`src/rtl/pipeline_control_unit.sv`:
```
// pipeline_control_unit: merges load-use, branch, imem-wait and multi-cycle EX
// handshakes into pipeline enables/flushes, with watchdog and stall counter.
module pipeline_control_unit #(
  parameter int MC_TIMEOUT = 64,
  parameter int CNT_W = 16
) (
  input  logic             clk,
  input  logic             reset,
  input  logic             load_use_stall,
  input  logic             branch_taken_ex,
  input  logic             mc_op_ex,
  input  logic             mc_done,
  input  logic             imem_ready,
  output logic             pc_write,
  output logic             if_id_write,
  output logic             if_id_flush,
  output logic             id_ex_flush,
  output logic             id_ex_hold,
  output logic             ex_mem_bubble,
  output logic             mc_start,
  output logic             mc_timeout,
  output logic [CNT_W-1:0] stall_count
);
  localparam logic [0:0] RUN = 1'b0;
  localparam logic [0:0] MC_WAIT = 1'b1;
  localparam int WD_W = $clog2(MC_TIMEOUT);
  logic [0:0] state, nextState;
  logic [WD_W-1:0] wdogCnt;
  logic wdogExpired, mcRelease;
  assign wdogExpired = state == MC_WAIT && !mc_done && wdogCnt == WD_W'(MC_TIMEOUT - 1);
  assign mcRelease = state == MC_WAIT && (mc_done || wdogExpired);
  always_comb begin
    pc_write = 1'b1;
    if_id_write = 1'b1;
    if_id_flush = 1'b0;
    id_ex_flush = 1'b0;
    id_ex_hold = 1'b0;
    ex_mem_bubble = 1'b0;
    mc_start = 1'b0;
    nextState = state;
    if (reset) begin
      pc_write = 1'b0;
      if_id_write = 1'b0;
      if_id_flush = 1'b1;
      id_ex_flush = 1'b1;
      nextState = RUN;
    end else if (state == RUN) begin
      if (mc_op_ex) begin
        mc_start = 1'b1;
        pc_write = 1'b0;
        if_id_write = 1'b0;
        id_ex_hold = 1'b1;
        ex_mem_bubble = 1'b1;
        nextState = MC_WAIT;
      end else if (branch_taken_ex) begin
        if_id_flush = 1'b1;
        id_ex_flush = 1'b1;
      end else if (load_use_stall) begin
        pc_write = 1'b0;
        if_id_write = 1'b0;
        id_ex_flush = 1'b1;
      end else if (!imem_ready) begin
        pc_write = 1'b0;
        if_id_flush = 1'b1;
      end
    end else if (mcRelease) begin
      // EX/MEM captures the multi-cycle result; fetch may still be waiting
      nextState = RUN;
      pc_write = imem_ready;
      if_id_flush = !imem_ready;
    end else begin
      pc_write = 1'b0;
      if_id_write = 1'b0;
      id_ex_hold = 1'b1;
      ex_mem_bubble = 1'b1;
    end
  end
  always_ff @(posedge clk) begin
    if (reset) begin
      state <= RUN;
      wdogCnt <= '0;
      mc_timeout <= 1'b0;
      stall_count <= '0;
    end else begin
      state <= nextState;
      wdogCnt <= state == RUN ? '0 : wdogCnt + 1'b1;
      if (wdogExpired) mc_timeout <= 1'b1;
      if (!pc_write && stall_count != '1) stall_count <= stall_count + 1'b1;
    end
  end
endmodule
```
`config.mk`:
```
export PLATFORM = sky130hd
export DESIGN_NAME = pipeline_control_unit
export DESIGN_NICKNAME = d
export VERILOG_FILES = /design/src/rtl/pipeline_control_unit.sv
export SDC_FILE = /design/constraint.sdc
export NUM_CORES = 1
export LEC_CHECK = 0
export ABC_AREA = 1
export BUFFER_PORTS_ARGS = -buffer_cell sky130_fd_sc_hd__buf_2
export CAP_MARGIN = 20
export CORE_MARGIN = 2
export CORE_UTILIZATION = 57
export DETAILED_ROUTE_END_ITERATION = 8
export PLACE_DENSITY = 0.87
export SYNTH_ARGS = -nofsm -noshare
export SYNTH_HDL_FRONTEND = slang
export SYNTH_SLANG_ARGS = --single-unit
```
`constraint.sdc`:
```
create_clock -name clk -period 3 [get_ports clk]
set_input_delay 0.45 -clock clk [delete_from_list [all_inputs] [get_ports clk]]
set_output_delay 0.45 -clock clk [all_outputs]
set_load 0.005 [all_outputs]
```
* Yosys cells after proc, flatten, opt, wreduce, memory -nomap -nowiden
Index checks and enable logic that the tools add are counted.
** Storage, ports and cells
- Bits of input ports :: 7
- Logic and storage cells :: 49
- Output and inout bits :: 24
- Register bits after elaboration :: 24
** Operators by class
- $add $sub $neg :: 2
- Bitwise operators :: 1
- Reduce and logical (&&, ||, !) cells :: 9
- Equal/unequal tests :: 2
- Muxes and demuxes :: 31
** Operators with widths (count)
- 1-bit two-way mux :: 31
- 16-bit by 1-bit adder with 16-bit output (second input constant) :: 1
- 16-bit != test (second input constant) :: 1
- 6-bit by 1-bit adder with 6-bit output (second input constant) :: 1
- 6-bit == test (second input constant) :: 1
- 1-bit logical AND :: 4
- 1-bit logical NOT :: 3
- 2-bit OR reduction :: 1
- 1-bit logical OR :: 1
- 1-bit NOT :: 1

* Depth between registers and ports, before layout
Gate-level depths: netlist of run 1.
- Depth in word-level cells :: 10
- Mapped depth :: 11
- Gate-level depth less buffers :: 11

* Worst setup path after synthesis of run 1
OpenSTA, ideal clock, no wires.
- Kind :: input -> output
- From :: input port reset
- To :: output port id_ex_hold
- Path buffers :: 3
- Path slack :: 1.079 ns
- Cell stages on the path :: 4
- Arrival :: 1.471 ns
- Required time :: 2.550 ns
- Cell sequence :: clkbuf_1 > buf_1 > a21oi_1 > buf_4
** Between the ends
- Word-level cells in the longest chain between the ends :: 1
** Ends and longest elaborated chain
- start, declared :: line 8 : input logic reset,
- 1-bit two-way mux
- end, declared :: line 18 : output logic id_ex_hold,
Every way passes these cells.

* Final worst setup path of run 1
- From :: register wdogCnt[0]
- To :: output port if_id_flush
** Between the ends
- Word-level cells in the longest chain between the ends :: 7
** Ends and longest elaborated chain
- start, declared :: line 28 : logic [WD_W-1:0] wdogCnt;
- start signal, assigned :: line 86 : wdogCnt <= state == RUN ? '0 : wdogCnt + 1'b1;
- 6-bit == test :: line 30 : assign wdogExpired = state == MC_WAIT && !mc_done && wdogCnt == WD_W'(MC_TIMEOUT - 1);
- 1-bit logical AND :: line 30
- 1-bit logical OR :: line 31 : assign mcRelease = state == MC_WAIT && (mc_done || wdogExpired);
- 1-bit logical AND :: line 31
- 1-bit two-way mux :: line 66 : end else if (mcRelease) begin
- 1-bit two-way mux :: line 47 : end else if (state == RUN) begin
- 1-bit two-way mux :: line 41 : if (reset) begin
- end, declared :: line 16 : output logic if_id_flush,
Every way passes these cells.

==> results of run 1 <==
[Yosys cell counts, drive strengths merged]
cell     n  area (um2)
inv     22        82.6
clkbuf   2        7.51
buf      4        27.5
a21oi   16         118
nor3     2        10.0
nand3   23         138
a31oi    1        6.26
o21ai    4        20.0
dfxtp   24         480
nand4    6        43.8
nand2   60         233
ha       2        25.0
xor2     4        35.0
nor2    36         145
xnor2    5        43.8
nand3b   1        7.51
o211ai   1        7.51
[per-layer routing]
metal / vias to the layer above / wire length (um)
met5: - / 0
met4: 0 / 57
met3: 7 / 162
met2: 49 / 1330
met1: 619 / 1440
li1: 738 / -
[layout by cell type, fill, tap and decap left out, drive strengths merged]
cell type / Yosys / final
nand3b: 1 / 1
o21ai: 4 / 4
xor2: 4 / 4
a21oi: 16 / 16
a31oi: 1 / 1
ha: 2 / 2
nor2: 36 / 36
nand4: 6 / 6
inv: 22 / 22
xnor2: 5 / 5
buf: 4 / 30
o211ai: 1 / 1
nor3: 2 / 2
dfxtp: 24 / 24
clkbuf: 2 / 4
nand3: 23 / 23
nand2: 60 / 60
[worst max-delay path, stage by stage (launching register included)]
cell,delay (ns)
dfxtp_1,0.37
ha_1,0.17
nand2_1,0.07
nor2_1,0.17
nand2_1,0.10
nand3_1,0.14
nand2_1,0.10
o211ai_1,0.17
buf_2,0.14
[cell type report]
| class | count | share of cell area |
|---|---|---|
| clock buffer | 4 | 0.0224 |
| timing repair buffer | 30 | 0.0927 |
| tap | 30 | 0.0232 |
| inverter | 22 | 0.0510 |
| sequential | 24 | 0.297 |
| multi-input combinational | 161 | 0.514 |
[logic make-up after synthesis]
kind of cell	synth area share
AOI/OAI and AO/OA	0.106
buffers and inverters	0.0822
xor gates and xnor gates	0.0551
and+or+nand+nor	0.403
adders and majority gates	0.0175
DFF	0.336
[power by group]
group	internal, W	switching (W)
Combinational	0.0000245	0.0000399
Sequential	0.000325	0.00000802
Clock	0.0000744	0.000101
Total	0.000424	0.000149
[sequential cells by signal (all words and copies together), names as in the netlist]
| register | cells |
|---|---|
| state | 1 |
| wdogCnt | 6 |
| mc_timeout | 1 |
| stall_count | 16 |
[final timing paths]
kind	start	end	slack, ns	cells after the start
worst max-delay path	wdogCnt[0]	if_id_flush	0.78	8
worst min-delay path	mc_done	mc_timeout	0.40	4
worst min register to register	wdogCnt[0]	wdogCnt[0]	0.45	1
worst max register to register	wdogCnt[0]	stall_count[3]	1.01	9
[metrics by stage]
stage | std cells | area (um2) | worst slack (ns) | power [W] | utilization
after global placement | 267 | 1580 | 1.13 | 0.000403 | 0.651
after floorplan | 213 | 1430 | 1.08 | 0.000385 | -
after CTS | 271 | 1620 | 0.796 | 0.000571 | 0.666
after global routing | 271 | 1620 | 0.616 | 0.000598 | 0.666
final | 271 | 1620 | 0.785 | 0.000573 | 0.666
after detailed placement | 267 | 1580 | 1.06 | 0.000405 | 0.651
==> flow_summary.yaml, run 1 <==
grt:
  globalRouteMet3Util: 0.0444
  antenna_found_initial: 0
  grt_pass1_wl_um: 5240
  busiest_layer: "met2"
  grt_max_degree: 22
  grtUsageMet2: 0.380
  grt_util_met1: 0.330
  grt_remaining_overflow: 0
  grt_pass1_vias: 1246
  track_usage: 0.246
worst_setup_path:
  end_kind: "primary output"
  path_class: "register to primary output"
  start_kind: "register"
  arrival_ns: 1.77
  required_ns: 2.55
  cp_max_fo: 3
sta:
  rsz0062_at_grt: "false"
  hold_violations: 0
  setup-tns-final_ns: 0
  slew_violations: 0
  fin_worst_skew_ns: 0.00372
  fmax_mhz: 451
  post-route-min-period_ns: 2.22
  whs_ns: 0.397
  worst_slew_pin_slew_ns: 0.472
  setup_viol: 0
  post-route-period-util: 0.738
  max_slew_margin: 0.686
route:
  drt_iter0_markers: 36
  num_vias: 1413
  post-route-drc-count: 0
  routed_wl_um: 2990
  viasPerCell: 5.21
  antenna_left: 0
  wl_per_cell_um: 11.0
  first_pass_iters: 5
clock_network:
  post_cts_buffers: 0
  clock_sinks: 24
  cts_buffers: 3
  cts_max_level: 1
  cts_resized: 0
  clock_latency_ns: 0.33
  root_buffer: "clkbuf_4"
  cts.clk_slew.worst_paths_ns: 0.13
  postCtsHoldBufs: 0
  clockBufferDepth: 2
  tritoncts: "built"
die:
  dieArea_um2: 2930
  dieWidth_um: 54.1
  coreArea_um2: 2430
  row_count: 18
  start_util: 0.588
  dieHeight_um: 54.1
  pin_count: 31
final_layout:
  final_net_count: 251
  syn2layout_area_growth_pct: 13.2
  multi_input_area_um2: 832
  register_area_um2: 480
  diodes: 0
  fill_cells: 225
  drive_gt1_frac: 0.220
pwr:
  power.density_nw_per_um2: 354
  power.leakage_nw: 0.683
  peakVddDrop_v: 0.000271
synth:
  syn_inst: 213
  ys_warn_count: 0
  synth_cell_types: 29
  syn_area_per_cell_um2: 6.71
  yosysSeqAreaShare: 0.336
  ys_seq_elements: 24
  syn-cell-area_um2: 1430
  syn_nets: 222
flow_run:
  cap_viol_max_count: 0
outcome:
  status: "finished clean"
placed_design:
  numPortBuffers: 30
  hpwlAfterDp_um: 2240
  gp_congestion: 0.872
worst_hold_path:
  hold_class: "primary input to register"
Power figures use the tool's default switching activity.
==> run 2, diff against run 1 <==
--- a/config.mk
+++ b/config.mk
@@ -9,9 +9,9 @@
 export BUFFER_PORTS_ARGS = -buffer_cell sky130_fd_sc_hd__buf_2
 export CAP_MARGIN = 20
 export CORE_MARGIN = 2
-export CORE_UTILIZATION = 57
+export CORE_UTILIZATION = 48
 export DETAILED_ROUTE_END_ITERATION = 8
-export PLACE_DENSITY = 0.87
+export PLACE_DENSITY = 0.79
 export SYNTH_ARGS = -nofsm -noshare
 export SYNTH_HDL_FRONTEND = slang
 export SYNTH_SLANG_ARGS = --single-unit
==> constraint.sdc (replaced) <==
create_clock -name clk -period 2 [get_ports clk]
set_input_delay 0.3 -clock clk [delete_from_list [all_inputs] [get_ports clk]]
set_output_delay 0.3 -clock clk [all_outputs]
set_load 0.005 [all_outputs]
==> run 2 against run 1 <==
The run now ends with design-rule violations left. Flip-flop and latch count did not move. Total power rose by 66%. Largest power group unchanged. Critical endpoint unchanged. Critical path type unchanged. Design area rose by 7.4%.
==> flow_summary.yaml, run 2 (synthesized netlist as in run 1, its figures left out) <==
outcome:
  violations: "design-rule violations"
  status: "finished with violations"
grt:
  grt_pass1_vias: 1304
  grt_pass1_wl_um: 5410
  grt_remaining_overflow: 0
  grt_max_degree: 21
  track_usage: 0.201
  antenna_found_initial: 0
final_layout:
  final_cell_mix: "nand2_1 (56), nor2_1 (33), buf_2 (30)"
  final_common_cell: "nand2_1"
  largest_register: "stall_count"
  largest_reg_flops: 16
  drive_gt1_frac: 0.270
  final_net_count: 258
  stdcell_count: 279
  fin_util: 0.620
  syn2layout_area_growth_pct: 21.6
  fill_cells: 261
  diodes: 0
  finalInstanceArea_um2: 1740
  reg_top3: "stall_count (16), wdogCnt (6)"
placed_design:
  gp_congestion: 0.820
  place_inst: 271
  numPortBuffers: 30
  hpwlAfterDp_um: 2300
  post_dp_cell_area_um2: 1610
die:
  dieWidth_um: 58.6
  row_count: 19
  start_util: 0.510
  dieHeight_um: 58.6
  coreArea_um2: 2810
  pin_count: 31
  dieArea_um2: 3430
clock_network:
  cts.clk_slew.worst_paths_ns: 0.13
  clock_sinks: 24
  cts_buffers: 3
  postCtsHoldBufs: 0
  clock_latency_ns: 0.31
  root_buffer: "clkbuf_4"
  clockBufferDepth: 2
  tritoncts: "built"
  cts_max_level: 1
sta:
  fin_worst_skew_ns: 0.00775
  hold_violations: 0
  worst_slew_pin_slew_ns: 0.313
  slew_violations: 0
  post-route-min-period_ns: 1.90
  setup_viol: 0
  max_slew_margin: 0.791
  post-route-period-util: 0.952
  fmax_mhz: 525
worst_setup_path:
  rr_endpoint: "stall_count[7]"
  required_ns: 1.70
  start_kind: "register"
  end_kind: "primary output"
  arrival_ns: 1.60
  rrSetupSlack_ns: 0.23
  crit_end: "if_id_flush"
  critPathLaunch: "wdogCnt[1]"
  cp_max_fo: 3
  path_class: "register to primary output"
  ff2ff_path_depth: 9
  r2r-start: "stall_count[1]"
route:
  first_pass_iters: 6
  num_vias: 1447
  drt_iter0_markers: 50
  viasPerCell: 5.19
  post-route-drc-count: 3
  antenna_left: 0
  routed_wl_um: 3150
  wl_per_cell_um: 11.3
pwr:
  power.density_nw_per_um2: 548
  power.leakage_nw: 0.728
  p_total_w: 0.000953
  peakVddDrop_v: 0.000370
worst_hold_path:
  min_path_cells: 4
  hold_class: "primary input to register"
flow_run:
  cap_viol_max_count: 0
-- run 2: how the worst min path moves through the flow --
stage / to / start
floorplan: wdogCnt[0] / wdogCnt[0]
global placement: wdogCnt[0] / wdogCnt[0]
detailed placement: wdogCnt[0] / wdogCnt[0]
CTS: mc_timeout / mc_done
global route: mc_timeout / mc_done
finish: mc_timeout / mc_done
-- run 2: metrics by stage --
step	setup slack, ns	TNS (ns)	hold slack [ns]
after floorplan	0.322	0	0.418
after global placement	0.294	0	0.432
after detailed placement	0.217	0	0.438
after CTS	0.0136	0	0.267
after global routing	-0.0309	-0.0309	0.301
final	0.0951	0	0.268
-- run 2: metal layers --
layer  GRT usage  routed length (um)
met3      0.0308                 200
met1       0.257                1370
met5           0                   0
met2       0.348                1560
met4      0.0617                  19
-- run 2: critical path, cell delays in order (launching register included) --
cell,delay (ns)
dfxtp_1,0.40
ha_4,0.15
nand2_2,0.06
nor2_4,0.12
nand2_2,0.09
nand3_4,0.08
nand2_2,0.06
o211ai_1,0.19
buf_2,0.14
-- run 2: area by class of cell --
type                            count  area [um2]  share of cell area
Timing Repair Buffer               37         203               0.117
Multi-Input combinational cell    161         881               0.506
Clock buffer                        3        22.5              0.0129
Tap cell                           31        38.8              0.0223
Inverter                           22        82.6              0.0475
Clock inverter                      1        30.0              0.0173
Sequential cell                    24         482               0.277
-- run 2: report_power, final --
group	switching [W]	total (W)	internal [W]	leakage [nW]
registers	0.0000100	0.000498	0.000488	0.195
logic	0.0000667	0.000111	0.0000442	0.506
clock network	0.000142	0.000344	0.000202	0.0279
total	0.000219	0.000953	0.000735	0.728
-- run 2: timing repair --
item / 4_1_cts / 5_1_grt
cloned: 0 / 0
setup buffers: 0 / 4
resized for setup: 2 / 9
endpoints found under the setup margin: 2 / 15
pin swaps: 0 / 4
endpoints found under the hold margin: 0 / 0
==> run 3, diff against run 2 <==
--- a/config.mk
+++ b/config.mk
@@ -9,9 +9,9 @@
 export BUFFER_PORTS_ARGS = -buffer_cell sky130_fd_sc_hd__buf_2
 export CAP_MARGIN = 20
 export CORE_MARGIN = 2
-export CORE_UTILIZATION = 48
+export CORE_UTILIZATION = 57
 export DETAILED_ROUTE_END_ITERATION = 8
-export PLACE_DENSITY = 0.79
+export PLACE_DENSITY = 0.87
 export SYNTH_ARGS = -nofsm -noshare
 export SYNTH_HDL_FRONTEND = slang
 export SYNTH_SLANG_ARGS = --single-unit
==> constraint.sdc (replaced) <==
create_clock -name clk -period 2.37 [get_ports clk]
set_input_delay 0.3555 -clock clk [delete_from_list [all_inputs] [get_ports clk]]
set_output_delay 0.3555 -clock clk [all_outputs]
set_load 0.005 [all_outputs]
==> run 3 against run 2 <==
The flow now finishes without violations. Register-to-register slack improved by 0.20 ns. Critical path depth is the same. Global-route usage grew 3.6 points. Sequential power is 15% lower. Non-clock buffer count decreased by 6. Via count down 2.8%. Clock skew shrank 0.0023 ns. Worst setup slack gained 0.20 ns. Clock-buffer cell count unchanged. Final cell count decreased by 2.5%.
==> flow_summary.yaml, run 3 (synthesized netlist as in run 1, its figures left out) <==
outcome:
  status: "finished clean"
pwr:
  pwr-share-comb: 0.104
  power.density_nw_per_um2: 493
  power_frac_seq: 0.520
  p_int_w: 0.000615
  pwr-share-clk: 0.376
  power.leakage_nw: 0.695
  power_switching_w: 0.000195
  sw_frac_of_total: 0.241
  peakVddDrop_v: 0.000326
final_layout:
  diodes: 0
  largest_reg_flops: 16
  finalInstanceArea_um2: 1640
  largest_register: "stall_count"
  drive_gt1_frac: 0.223
  final_cell_mix: "nand2_1 (59), nor2_1 (34), buf_2 (30)"
  reg_top3: "stall_count (16), wdogCnt (6)"
  final_net_count: 252
  syn2layout_area_growth_pct: 14.9
  final_common_cell: "nand2_1"
worst_hold_path:
  min_path_cells: 4
  worstHoldEndpoint: "mc_timeout"
  hold_class: "primary input to register"
  hp-start: "mc_done"
route:
  wl_per_cell_um: 11.0
  post-route-drc-count: 0
  routed_wl_um: 2990
  antenna_left: 0
  drt_iter0_markers: 22
  first_pass_iters: 4
  viasPerCell: 5.17
  num_vias: 1406
sta:
  hold_violations: 0
  fin_worst_skew_ns: 0.00549
  setup_viol: 0
  whs_ns: 0.304
  worst_slew_pin_slew_ns: 0.437
  fmax_mhz: 482
  setup-tns-final_ns: 0
  max_slew_margin: 0.708
  post-route-period-util: 0.876
  slew_violations: 0
  post-route-min-period_ns: 2.08
  setup_ws_ns: 0.294
  rsz0062_at_grt: "false"
die:
  start_util: 0.588
  row_count: 18
  dieHeight_um: 54.1
  pin_count: 31
  dieArea_um2: 2930
  dieWidth_um: 54.1
  coreArea_um2: 2430
worst_setup_path:
  cp_top_family: "simple AND/OR/NAND/NOR gates"
  path_class: "register to primary output"
  cp_max_fo: 3
  cp_num_buf_inv: 1
  crit_chain: "ha_1 > nand2_1 > nor2_1 > nand2_1 > nand3_1 > nand2_1 > o211ai_1 > buf_2"
  slowest_stage: "dfxtp_1"
  rr_endpoint: "stall_count[5]"
  rrSetupSlack_ns: 0.43
  slowest_delay_ns: 0.38
  arrival_ns: 1.72
  required_ns: 2.01
  ff2ff_path_depth: 9
  critical_path.most_common_cell: "nand2_1"
  end_kind: "primary output"
  start_kind: "register"
  r2r-start: "stall_count[0]"
flow_run:
  cap_viol_max_count: 0
clock_network:
  root_buffer: "clkbuf_4"
  clock_sinks: 24
  cts.clk_slew.worst_paths_ns: 0.14
  clock_latency_ns: 0.33
  cts_resized: 0
  postCtsHoldBufs: 0
  cts_max_level: 1
  post_cts_buffers: 0
  cts_buffers: 3
  tritoncts: "built"
  clockBufferDepth: 2
placed_design:
  numPortBuffers: 30
  pre_cts_ws_ns: 0.467
  post_dp_cell_area_um2: 1590
  gp_congestion: 0.831
  hpwlAfterDp_um: 2240
grt:
  grt_remaining_overflow: 0
  track_usage: 0.237
  grt_max_degree: 21
  antenna_found_initial: 0
  grt_pass1_wl_um: 5060
  grt_pass1_vias: 1149
## run 3: cell count changes in the layout (fill, tap and decap cells not counted), sizes merged
cell / before / now
buf: 37 / 31
## run 3: cell type report
type,count,area [um2]
Multi-Input combinational cell,161,832
Fill cell,220,790
Sequential cell,24,480
Timing Repair Buffer,31,158
Inverter,22,82.6
Tap cell,30,37.5
Clock inverter,1,30.0
Clock buffer,3,22.5
## run 3: worst max-delay path by stage
stage | startpoint | endpoint | slack (ns) | depth (start not counted)
after floorplan | reset | id_ex_hold | 0.64 | 4
after global routing | wdogCnt[0] | if_id_flush | 0.08 | 8
after detailed placement | stall_count[0] | stall_count[10] | 0.47 | 9
after global placement | stall_count[0] | stall_count[5] | 0.50 | 9
after CTS | wdogCnt[0] | if_id_flush | 0.30 | 8
final | wdogCnt[0] | if_id_flush | 0.29 | 8
## run 3: through the flow
| stage | cells | utilization | total power [W] |
|---|---|---|---|
| 3_5_place_dp | 268 | 0.654 | 0.000515 |
| 6_report | 272 | 0.675 | 0.000811 |
| 2_1_floorplan | 213 | - | 0.000487 |
| 4_1_cts | 272 | 0.675 | 0.000810 |
| 3_3_place_gp | 268 | 0.654 | 0.000512 |
| 5_1_grt | 272 | 0.675 | 0.000834 |
## run 3: layer usage
layer / up-vias / global-route usage / share of wire
met5: - / 0 / 0
met4: 0 / 0.100 / 0.017
met3: 5 / 0.0278 / 0.059
met2: 38 / 0.382 / 0.46
met1: 622 / 0.318 / 0.47
li1: 741 / - / -
## run 3: worst min-delay path, stage by stage
cell and delay, ns:
buf_2 0.09, nor3_1 0.04, nor2_1 0.08, nor2_1 0.04
## run 3: power groups by stage
| stage | combinational (W) | sequential, W | clock [W] |
|---|---|---|---|
| 3_5_place_dp | 0.0000843 | 0.000431 | 0 |
| 3_3_place_gp | 0.0000814 | 0.000431 | 0 |
| 6_report | 0.0000842 | 0.000422 | 0.000305 |
| 4_1_cts | 0.0000849 | 0.000422 | 0.000304 |
| 5_1_grt | 0.0000972 | 0.000424 | 0.000313 |
| 2_1_floorplan | 0.0000569 | 0.000430 | 0 |
